`config.mk`:
```
export PLATFORM = sky130hd
export DESIGN_NAME = mem_axi_read_responder_flat
export DESIGN_NICKNAME = d
export VERILOG_FILES = /design/src/rtl/mem_axi_pkg.sv /design/src/rtl/mem_axi_read_responder_if.sv /design/src/rtl/mem_axi_read_fifo2.sv /design/src/rtl/mem_axi_read_responder.sv /design/src/flat_wrapper.sv
export SDC_FILE = /design/constraint.sdc
export NUM_CORES = 1
export LEC_CHECK = 0
export ABC_AREA = 0
export CORE_ASPECT_RATIO = 1.2
export CORE_MARGIN = 3
export CORE_UTILIZATION = 40
export DETAILED_ROUTE_END_ITERATION = 16
export GPL_TIMING_DRIVEN = 0
export PLACE_DENSITY = 0.65
export SYNTH_ARGS = -nofsm -noshare
export SYNTH_HDL_FRONTEND = slang
export SYNTH_HIERARCHICAL = 1
export SYNTH_SLANG_ARGS = --single-unit
```
`constraint.sdc`:
```
create_clock -name CLK -period 3.3 [get_ports CLK]
set_clock_uncertainty 0.05 [all_clocks]
set_input_delay 0.495 -clock CLK [delete_from_list [all_inputs] [get_ports CLK]]
set_output_delay 0.495 -clock CLK [all_outputs]
set_load 0.005 [all_outputs]
```
`src/rtl/mem_axi_pkg.sv`:
```
// mem_axi_pkg: shared AXI burst/response encodings, FSM states and helpers for the AXI memory slave
package mem_axi_pkg;
  typedef enum logic [1:0] {BURST_FIXED = 2'b00, BURST_INCR = 2'b01, BURST_WRAP = 2'b10, BURST_RSVD = 2'b11} burst_t;
  typedef enum logic [1:0] {S_RST, S_IDLE, S_BURST} state_t;
  localparam logic [1:0] RESP_OKAY   = 2'b00;
  localparam logic [1:0] RESP_SLVERR = 2'b10;
  function automatic int clogb2(input int v);
    int r;
    r = 0;
    for (int i = 0; i < 32; i++) if ((1 << r) < v) r++;
    return r;
  endfunction
endpackage

```
`src/rtl/mem_axi_read_responder_if.sv`:
```
// mem_axi_read_responder_if: AXI read channels plus RAM read port, with master and slave views
interface mem_axi_read_responder_if #(
  parameter int WIDTH_ID = 4,
  parameter int WIDTH_AD = 10,
  parameter int WIDTH_DA = 32
);
  localparam int WIDTH_DS = WIDTH_DA / 8;
  logic [WIDTH_ID-1:0] ARID;
  logic [WIDTH_AD-1:0] ARADDR;
  logic [7:0]          ARLEN;
  logic [2:0]          ARSIZE;
  logic [1:0]          ARBURST;
  logic                ARVALID;
  logic                ARREADY;
  logic [WIDTH_ID-1:0] RID;
  logic [WIDTH_DA-1:0] RDATA;
  logic [1:0]          RRESP;
  logic                RLAST;
  logic                RVALID;
  logic                RREADY;
  logic [WIDTH_AD-1:0] MEM_RADDR;
  logic [WIDTH_DS-1:0] MEM_RSTRB;
  logic                MEM_REN;
  logic [WIDTH_DA-1:0] MEM_RDATA;
  modport slave (
    input  ARID, ARADDR, ARLEN, ARSIZE, ARBURST, ARVALID, RREADY, MEM_RDATA,
    output ARREADY, RID, RDATA, RRESP, RLAST, RVALID, MEM_RADDR, MEM_RSTRB, MEM_REN
  );
  modport master (
    output ARID, ARADDR, ARLEN, ARSIZE, ARBURST, ARVALID, RREADY, MEM_RDATA,
    input  ARREADY, RID, RDATA, RRESP, RLAST, RVALID, MEM_RADDR, MEM_RSTRB, MEM_REN
  );
endinterface

```
`src/rtl/mem_axi_read_fifo2.sv`:
```
// mem_axi_read_fifo2: two-entry buffer holding {last, resp, data} beats awaiting RREADY
module mem_axi_read_fifo2 #(
  parameter int W = 35
) (
  input  logic         clk,
  input  logic         rst_n,
  input  logic         push,
  input  logic         pop,
  input  logic [W-1:0] din,
  output logic [W-1:0] dout,
  output logic [1:0]   count
);
  logic [W-1:0] mem [2];
  logic rd, wr;
  assign dout = mem[rd];
  // store pushed beats and advance pointers; simultaneous push and pop leaves count unchanged
  always_ff @(posedge clk or negedge rst_n) begin
    if (!rst_n) begin
      mem[0] <= '0;
      mem[1] <= '0;
      rd     <= 1'b0;
      wr     <= 1'b0;
      count  <= 2'd0;
    end else begin
      if (push) begin
        mem[wr] <= din;
        wr      <= ~wr;
      end
      if (pop) rd <= ~rd;
      count <= count + {1'b0, push} - {1'b0, pop};
    end
  end
endmodule

```
`src/rtl/mem_axi_read_responder.sv`:
```
// mem_axi_read_responder: AXI4 read responder issuing per-beat RAM reads into a 2-entry credit buffer
module mem_axi_read_responder
  import mem_axi_pkg::*;
#(
  parameter int WIDTH_ID = 4,
  parameter int WIDTH_AD = 10,
  parameter int WIDTH_DA = 32
) (
  input logic CLK,
  input logic RESETn,
  mem_axi_read_responder_if.slave bus
);
  localparam int WIDTH_DS  = WIDTH_DA / 8;
  localparam int WIDTH_DSB = clogb2(WIDTH_DS);
  localparam logic [WIDTH_DS-1:0] ONES = '1;
  state_t              state, state_nx;
  logic [WIDTH_ID-1:0] id;
  logic [WIDTH_AD-1:0] addr, addr_nx, nb, aligned, wmask;
  logic [7:0]          len;
  logic [2:0]          size;
  burst_t              burst;
  logic                err, ar_err, inflight, tag_last;
  logic [8:0]          beats_left;
  logic                ar_hs, pop, push, issue, credit;
  logic [1:0]          count;
  logic [WIDTH_DA+2:0] fifo_din, fifo_dout;
  logic [WIDTH_DS-1:0] strb;
  int                  lane, nbi;
  assign ar_hs  = bus.ARVALID & bus.ARREADY;
  assign pop    = bus.RVALID & bus.RREADY;
  assign credit = ({1'b0, count} + {2'b0, inflight}) < (3'd2 + {2'b0, pop});
  assign issue  = (state == S_BURST) && (beats_left != 9'd0) && credit;
  assign push   = inflight | (issue & err);
  assign ar_err = (bus.ARSIZE > 3'(WIDTH_DSB)) || (bus.ARBURST == BURST_RSVD) ||
                  ((bus.ARBURST == BURST_WRAP) && !(bus.ARLEN inside {8'd1, 8'd3, 8'd7, 8'd15}));
  assign fifo_din = inflight ? {tag_last, RESP_OKAY, bus.MEM_RDATA}
                             : {beats_left == 9'd1, RESP_SLVERR, {WIDTH_DA{1'b0}}};
  assign bus.MEM_REN   = issue & ~err;
  assign bus.MEM_RADDR = addr;
  assign bus.MEM_RSTRB = bus.MEM_REN ? strb : '0;
  assign bus.RVALID    = count != 2'd0;
  assign bus.RID       = id;
  assign {bus.RLAST, bus.RRESP, bus.RDATA} = fifo_dout;
  // state register; reset parks in S_RST so ARREADY stays low until the first clock after release
  always_ff @(posedge CLK or negedge RESETn) begin
    if (!RESETn) state <= S_RST;
    else state <= state_nx;
  end
  // next state: accept one burst in IDLE, return after the RLAST beat is handshaken
  always_comb begin
    bus.ARREADY = state == S_IDLE;
    state_nx = state == S_RST  ? S_IDLE :
               state == S_IDLE ? (bus.ARVALID ? S_BURST : S_IDLE) :
               (pop && bus.RLAST) ? S_IDLE : S_BURST;
  end
  // next beat address: FIXED holds, INCR steps from the aligned address, WRAP stays inside its window
  always_comb begin
    nb      = WIDTH_AD'(1) << size;
    aligned = addr & ~(nb - WIDTH_AD'(1));
    wmask   = ((WIDTH_AD'(len) + WIDTH_AD'(1)) << size) - WIDTH_AD'(1);
    addr_nx = burst == BURST_INCR ? aligned + nb :
              burst == BURST_WRAP ? (addr & ~wmask) | ((aligned + nb) & wmask) : addr;
  end
  // lane enables: a 2^size window at the aligned lane, trimmed below addr for an unaligned INCR start
  always_comb begin
    lane = int'(addr) % WIDTH_DS;
    nbi  = 1 << size;
    strb = (ONES >> (WIDTH_DS - nbi)) << (lane & ~(nbi - 1));
    strb = burst == BURST_INCR ? strb & (ONES << lane) : strb;
  end
  // burst context latch, per-beat address/count update and tagging of the read in flight
  always_ff @(posedge CLK or negedge RESETn) begin
    if (!RESETn) begin
      id         <= '0;
      addr       <= '0;
      len        <= 8'd0;
      size       <= 3'd0;
      burst      <= BURST_FIXED;
      err        <= 1'b0;
      beats_left <= 9'd0;
      inflight   <= 1'b0;
      tag_last   <= 1'b0;
    end else begin
      inflight <= bus.MEM_REN;
      tag_last <= beats_left == 9'd1;
      if (ar_hs) begin
        id         <= bus.ARID;
        addr       <= bus.ARADDR;
        len        <= bus.ARLEN;
        size       <= bus.ARSIZE;
        burst      <= burst_t'(bus.ARBURST);
        err        <= ar_err;
        beats_left <= {1'b0, bus.ARLEN} + 9'd1;
      end else if (issue) begin
        addr       <= addr_nx;
        beats_left <= beats_left - 9'd1;
      end
    end
  end
  mem_axi_read_fifo2 #(.W(WIDTH_DA + 3)) u_fifo (
    .clk   (CLK),
    .rst_n (RESETn),
    .push  (push),
    .pop   (pop),
    .din   (fifo_din),
    .dout  (fifo_dout),
    .count (count)
  );
endmodule

```
`src/flat_wrapper.sv`:
```
// flat-port wrapper written by rule: the top's interface ports become plain ports
module mem_axi_read_responder_flat import mem_axi_pkg::*;
#(
  parameter int WIDTH_ID = 4,
  parameter int WIDTH_AD = 10,
  parameter int WIDTH_DA = 32
)
  (CLK, RESETn, bus_ARID, bus_ARADDR, bus_ARLEN, bus_ARSIZE, bus_ARBURST, bus_ARVALID, bus_RREADY, bus_MEM_RDATA, bus_ARREADY, bus_RID, bus_RDATA, bus_RRESP, bus_RLAST, bus_RVALID, bus_MEM_RADDR, bus_MEM_RSTRB, bus_MEM_REN);
  mem_axi_read_responder_if #(.WIDTH_ID(WIDTH_ID), .WIDTH_AD(WIDTH_AD), .WIDTH_DA(WIDTH_DA)) bus_i ();
  input logic CLK;
  input logic RESETn;
  input wire logic [$bits(bus_i.ARID)-1:0] bus_ARID;
  input wire logic [$bits(bus_i.ARADDR)-1:0] bus_ARADDR;
  input wire logic [$bits(bus_i.ARLEN)-1:0] bus_ARLEN;
  input wire logic [$bits(bus_i.ARSIZE)-1:0] bus_ARSIZE;
  input wire logic [$bits(bus_i.ARBURST)-1:0] bus_ARBURST;
  input wire logic [$bits(bus_i.ARVALID)-1:0] bus_ARVALID;
  input wire logic [$bits(bus_i.RREADY)-1:0] bus_RREADY;
  input wire logic [$bits(bus_i.MEM_RDATA)-1:0] bus_MEM_RDATA;
  output wire logic [$bits(bus_i.ARREADY)-1:0] bus_ARREADY;
  output wire logic [$bits(bus_i.RID)-1:0] bus_RID;
  output wire logic [$bits(bus_i.RDATA)-1:0] bus_RDATA;
  output wire logic [$bits(bus_i.RRESP)-1:0] bus_RRESP;
  output wire logic [$bits(bus_i.RLAST)-1:0] bus_RLAST;
  output wire logic [$bits(bus_i.RVALID)-1:0] bus_RVALID;
  output wire logic [$bits(bus_i.MEM_RADDR)-1:0] bus_MEM_RADDR;
  output wire logic [$bits(bus_i.MEM_RSTRB)-1:0] bus_MEM_RSTRB;
  output wire logic [$bits(bus_i.MEM_REN)-1:0] bus_MEM_REN;
  assign bus_i.ARID = bus_ARID;
  assign bus_i.ARADDR = bus_ARADDR;
  assign bus_i.ARLEN = bus_ARLEN;
  assign bus_i.ARSIZE = bus_ARSIZE;
  assign bus_i.ARBURST = bus_ARBURST;
  assign bus_i.ARVALID = bus_ARVALID;
  assign bus_i.RREADY = bus_RREADY;
  assign bus_i.MEM_RDATA = bus_MEM_RDATA;
  assign bus_ARREADY = bus_i.ARREADY;
  assign bus_RID = bus_i.RID;
  assign bus_RDATA = bus_i.RDATA;
  assign bus_RRESP = bus_i.RRESP;
  assign bus_RLAST = bus_i.RLAST;
  assign bus_RVALID = bus_i.RVALID;
  assign bus_MEM_RADDR = bus_i.MEM_RADDR;
  assign bus_MEM_RSTRB = bus_i.MEM_RSTRB;
  assign bus_MEM_REN = bus_i.MEM_REN;
  mem_axi_read_responder #(.WIDTH_ID(WIDTH_ID), .WIDTH_AD(WIDTH_AD), .WIDTH_DA(WIDTH_DA)) u_core (.CLK(CLK), .RESETn(RESETn), .bus(bus_i));
endmodule
```
## After elaboration in Yosys (flattened, before gate mapping)

Index checks and enable logic that the tools add are counted.

| operators by class | value |
|---|---|
| bitwise gates (word level) | 19 |
| add/subtract/negate cells | 12 |
| shifts and indexed selects | 6 |
| magnitude comparators | 5 |
| reductions and logical operators | 15 |
| eq/ne operators | 11 |
| multiplexer cells | 19 |

Operators by type and width:

| kind | number |
|---|---|
| 35-bit two-way mux | 5 |
| 70-bit bitwise mux | 1 |
| 10-bit two-way mux | 4 |
| 35-bit demux with 1-bit select | 1 |
| 3-bit by 32-bit bitwise AND with 32-bit output | 1 |
| 32-bit inverter | 1 |
| 1-bit by 3-bit left shift with 32-bit output, first input constant | 1 |
| 4-bit by 32-bit left shift with 4-bit output | 1 |
| 4-bit by 32-bit >> shifter with 4-bit output, first input constant | 1 |
| 32-bit by 2-bit subtractor with 32-bit output, second input constant | 1 |
| 4-bit by 32-bit subtractor with 32-bit output, first input constant | 1 |
| 10-bit bitwise AND | 3 |
| 10-bit inverter | 2 |
| 10-bit by 1-bit subtractor with 10-bit output, second input constant | 2 |
| 8-bit by 1-bit adder with 9-bit output, second input constant | 2 |
| 9-bit two-way mux | 2 |
| 10-bit adder | 1 |
| 10-bit bitwise OR | 1 |
| 1-bit by 3-bit left shift with 10-bit output, first input constant | 1 |
| 10-bit by 3-bit left shift with 10-bit output | 1 |
| 9-bit by 1-bit == test with 1-bit output, second input constant | 1 |
| 9-bit nonzero test | 1 |
| 9-bit by 1-bit subtractor with 9-bit output, second input constant | 1 |
| 2-bit == test, second input constant | 4 |
| 29 further kinds | 47 |

| word-level totals | value |
|---|---|
| output and inout bits | 56 |
| flip-flop bits (word level) | 115 |

## Logic depth before layout (Yosys ltp)

| depth | value |
|---|---|
| depth in word-level cells | 11 |
| gate-level depth with buffers | 17 |
| gate-level depth less buffers | 14 |

## Hierarchy

Netlist, hierarchy kept.

By module, submodules not included:

| module | area an instance (um^2) | cells each | seq. area each (um^2) | times used |
|---|---|---|---|---|
| mem_axi_read_responder | 3912.5 | 510 | 1026.0 | 1 |
| mem_axi_read_fifo2 | 3362.0 | 200 | 1851.8 | 1 |

## Least setup slack after synthesis

OpenSTA, ideal clock, no wires.

| timing | value |
|---|---|
| path type | flip-flop to flip-flop |
| from | reg u_core.size[0] |
| to | reg with a tool-made name |
| required time | 3168 ps |
| cell stages (with the launch flop) | 17 |
| path slack | 88 ps |
| path buffers | 4 |
| arrival time | 3080 ps |
| clock period less this slack | 3212 ps |
| path through | dfrtp_1 buf_2 buf_6 buf_2 nand2_1 ha_1 buf_2 nor2b_1 a221oi_1 ha_1 and3b_1 o21ai_0 o211ai_2 xnor2_1 a31o_1 or3_1 a31oi_1 |

RTL lines:

| what | line | source |
|---|---|---|
| start, declared | mem_axi_read_responder.sv:20 | `logic [2:0] size;` |
| start signal, assigned | mem_axi_read_responder.sv:90 | `size <= bus.ARSIZE;` |

## Final worst setup path

| timing | value |
|---|---|
| from | reg u_core.size[0] |
| to | out bus_MEM_RSTRB[3] |

| on the way | value |
|---|---|
| word-level cells in the longest chain between the ends | 8 |
| elaborated cells between the ends (all ways) | 10 |
| classes of those cells | add/sub: 2; shift: 3; mux: 2; bitwise: 3 |

Ends and longest elaborated chain:

| what | line | source |
|---|---|---|
| 1-bit by 3-bit left shift with 32-bit output * | mem_axi_read_responder.sv:67 | `nbi = 1 << size;` |
| branches (longest 3 deep; another with 4-bit by 32-bit subtractor with 32-bit output) | - |  |
| 4-bit by 32-bit left shift with 4-bit output * | mem_axi_read_responder.sv:68 | `strb = (ONES >> (WIDTH_DS - nbi)) << (lane & ~(nbi - 1));` |
| 4-bit bitwise AND | mem_axi_read_responder.sv:69 | `strb = burst == BURST_INCR ? strb & (ONES << lane) : strb;` |
| 4-bit two-way mux * | mem_axi_read_responder.sv:69 |  |
| 4-bit two-way mux * | mem_axi_read_responder.sv:40 | `assign bus.MEM_RSTRB = bus.MEM_REN ? strb : '0;` |
| end, declared | flat_wrapper.sv:27 | `output wire logic [$bits(bus_i.MEM_RSTRB)-1:0] bus_MEM_RSTRB;` |

Mark *: on every way between the ends.

==> out/qor.tcl <==
set qor(dieArea_sq_um) 19800
set qor(power-per-cell-area_nw_per_um2) 1050
set qor(ys_warn_count) 6
set qor(netlist.top_cell.by_area) {sky130_fd_sc_hd__dfrtp_1}
set qor(dpl_cell_area_sq_um) 8760
set qor(status) {finished, final reports clean}
set qor(cp-start-kind) {register}
set qor(dr.first_iter.drc_count) 391
set qor(detailed_place_hpwl_um) 14200
set qor(async_reset_ff_share_pct) 100
set qor(die_height_um) 154
set qor(sw_frac_of_total_pct) 38.8
set qor(initial_core_util_pct) 41.1
set qor(area_delta_synth_final_pct) 33.0
set qor(grt_setup_unrepaired) {no}
set qor(gr-usage-all-layers_pct) 20.3
set qor(finalWirelength_um) 19800
set qor(timing.slew.headroom_pct) 52.0
set qor(power_report.internal_total_mw) 6.23
set qor(fmax_ghz) 0.314
set qor(drv.max_cap_violation_count) 0
set qor(setup_viol_count_final) 0
set qor(worstPathMaxFanout) 6
set qor(cp-end-kind) {primary output}
set qor(synth_top_cells_by_area) {sky130_fd_sc_hd__dfrtp_1 40%, sky130_fd_sc_hd__mux2_2 12%, sky130_fd_sc_hd__mux2_4 6.2%}
set qor(synth-edff-count) 0
set qor(p_sw_mw) 3.95
set qor(dominantRegCellSynth) {sky130_fd_sc_hd__dfrtp_1}
set qor(nets) 946
set qor(power.sequential.fraction_pct) 24.8
set qor(antenna_found_initial) 1
set qor(cp.arrival_ns) 2.64
set qor(overflow) 0
set qor(worst_slew_pin_slew_ns) 0.720
set qor(grt_first_pass_wirelength_um) 31700
set qor(number_of_standard_cell_rows_in_the_floorplan) 53
set qor(hold-worst-slack_ns) 0.427
set qor(layout_common_cells) {113 x sky130_fd_sc_hd__clkdlybuf4s50_1, 112 x sky130_fd_sc_hd__dfrtp_1, 79 x sky130_fd_sc_hd__nand2_1}
set qor(yosys.cell_types.count) 78
set qor(dp.cells) 1050
set qor(cts.clk_slew.worst_paths_ns) 0.06
set qor(worst_hold_path_type) {register to register}
set qor(fin_crit_ns) 3.19
set qor(detailedRoute.firstPassIterationCount) 5
set qor(post_synth_instance_area_sq_um) 7270
set qor(cts_max_path_buffers) 2
set qor(postLayoutCoreUtil_pct) 54.6
set qor(ys_seq_elements) 115
set qor(syn-instance-count) 710
set qor(path_class) {register to primary output}
set qor(tritoncts_clock_tree) {done}
set qor(netlist.area_leader.share_pct) 39.6
set qor(final_cells) 1102
set qor(clock_latency_ns) 0.42
set qor(clock_buffers_created_by_tritoncts) 17
set qor(worst-endpoint-required_ns) 2.75
set qor(cell_leakage_power_nw) 4.28
set qor(comb_power_share_pct) 57.0
set qor(numPortBuffers) 118
set qor(cts.sinks) 115
set qor(timing_hold_violations_final) 0
set qor(cts_root_buf) {sky130_fd_sc_hd__clkbuf_16}
set qor(ir_drop_mv) 0.635
set qor(core_area_sq_um) 17700
set qor(drive_above_1_share_pct) 26.4
set qor(viasPerCell) 5.46
set qor(final_common_cell) {sky130_fd_sc_hd__clkdlybuf4s50_1}
set qor(drtAntennaViolNets) 0
set qor(first_global_vias) 5988
set qor(top_level_ports) 119
set qor(fp.dieW_um) 129
set qor(avgRoutedWirePerCell_um) 18.0
set qor(fin_crit_sh_pct) 96.6
set qor(detailroute.via_count) 6013
set qor(insertedDiodeCount) 0
set qor(pin_count_of_the_biggest_net_entering_global_routing) 72
set qor(avgSynthCellArea_sq_um) 10.2
set qor(clockPowerShare_pct) 18.1
set qor(ctsHtreeMaxLevel) 4
set qor(seq_area_frac_synth_pct) 39.6
set qor(post-route-drc-count) 0
set qor(gp_routability_congestion) 0.941
set qor(timing.final.max_slew_violations) 0
set qor(layout.cell_area.non_filler_sq_um) 9680
[cell usage after synthesis, types with 15 or more instances]
cell,n
sky130_fd_sc_hd__xnor2_1,18
sky130_fd_sc_hd__o21ai_0,32
sky130_fd_sc_hd__dfrtp_1,115
sky130_fd_sc_hd__inv_1,20
sky130_fd_sc_hd__mux2_4,30
sky130_fd_sc_hd__nor2_1,33
sky130_fd_sc_hd__a21oi_1,25
sky130_fd_sc_hd__and2_1,37
sky130_fd_sc_hd__mux2_2,76
sky130_fd_sc_hd__nand2_1,79
sky130_fd_sc_hd__nand3_1,15
[worst paths after layout]
kind,startpoint,end,slack [ns],cells past startpoint
worst max register to register,u_core/size[1],register,0.17,13
worst min register to register,u_core/bus.RID[0],u_core/bus.RID[0],0.43,2
max in group asynchronous,RESETn,u_core/size[1],1.95,3
min in group asynchronous,RESETn,u_core/u_fifo/mem[45],0.51,2
worst min-delay path,u_core/bus.RID[0],u_core/bus.RID[0],0.43,2
worst max-delay path,u_core/size[0],bus_MEM_RSTRB[3],0.11,10
[power groups by stage]
stage / combinational (mW) / sequential, mW / clock, mW
floorplan: 3.69 / 2.41 / 0
global placement: 5.32 / 2.51 / 0
detailed placement: 5.36 / 2.52 / 0
CTS: 5.55 / 2.53 / 1.89
global route: 6.30 / 2.62 / 1.96
finish: 5.80 / 2.53 / 1.85
[per-layer routing]
metal / part of all wire [%] / wire length, um / global-route usage [%] / vias up
met5: 0.040 / 8 / 0 / -
met3: 5.7 / 1140 / 5.14 / 37
met4: 2.9 / 572 / 8.35 / 2
li1: - / - / - / 2851
met2: 48 / 9430 / 32.7 / 212
met1: 44 / 8680 / 25.8 / 2911
[stage by stage]
stage	TNS (ns)	total power, mW	setup slack [ns]
CTS	0	9.97	0.00484
global placement	-352.56	7.83	-3.05
finish	0	10.2	0.112
detailed placement	-3.17	7.88	-0.841
floorplan	0	6.10	0.0885
global route	0	10.9	0.00980
[flip-flops by register name (all words and copies together) (netlist names), named ones only]
| register | flops |
|---|---|
| u_core/u_fifo/mem | 70 |
| u_core/beats_left | 9 |
| u_core/len | 8 |
| u_core/bus.RID | 4 |
| u_core/size | 3 |
| u_core/burst | 2 |
| u_core/state | 2 |
| u_core/u_fifo/count | 2 |
| u_core/err | 1 |
| u_core/inflight | 1 |
| u_core/tag_last | 1 |
| u_core/u_fifo/rd | 1 |
| u_core/u_fifo/wr | 1 |
[logic make-up (layout without fill, tap and decap cells)]
group                    after synthesis  after routing  synth area share (%)
multiplexers                         115            115                  19.2
flip-flops                           115            115                  39.6
AND/OR/NAND/NOR                      242            242                  17.5
other                                  1              2                0.0516
adder cells (fa/ha/maj)               14             14                  2.41
buffers and inverters                 60            231                  4.99
AO/OA/AOI/OAI                        134            134                  12.6
XOR/XNOR                              29             29                  3.70
[area by class of cell]
type	count	area (sq um)
Fill cell	1593	8030
Multi-Input combinational cell	536	4160
Sequential cell	115	2880
Timing Repair Buffer	143	1390
Clock buffer	18	439
Buffer	36	290
Tap cell	220	275
Clock inverter	14	155
Inverter	20	78.8
[critical path, stage by stage (launching register included)]
cell,delay (ns)
sky130_fd_sc_hd__dfrtp_2,0.43
sky130_fd_sc_hd__buf_8,0.14
sky130_fd_sc_hd__buf_8,0.11
sky130_fd_sc_hd__and2_4,0.16
sky130_fd_sc_hd__xnor2_1,0.12
sky130_fd_sc_hd__ha_1,0.29
sky130_fd_sc_hd__nor3b_2,0.26
sky130_fd_sc_hd__nand3_4,0.15
sky130_fd_sc_hd__buf_6,0.15
sky130_fd_sc_hd__nor3_4,0.26
sky130_fd_sc_hd__buf_6,0.15
[what timing repair did]
| item | in CTS | in global routing |
|---|---|---|
| cloned | 0 | 0 |
| hold endpoints to repair | 44 | 0 |
| setup buffers | 7 | 16 |
| resized for setup | 40 | 17 |
| hold buffers | 1 | 0 |
| setup endpoints to repair | 7 | 5 |
| pin swaps | 6 | 13 |
No activity file was read; power rests on OpenSTA's default activity.
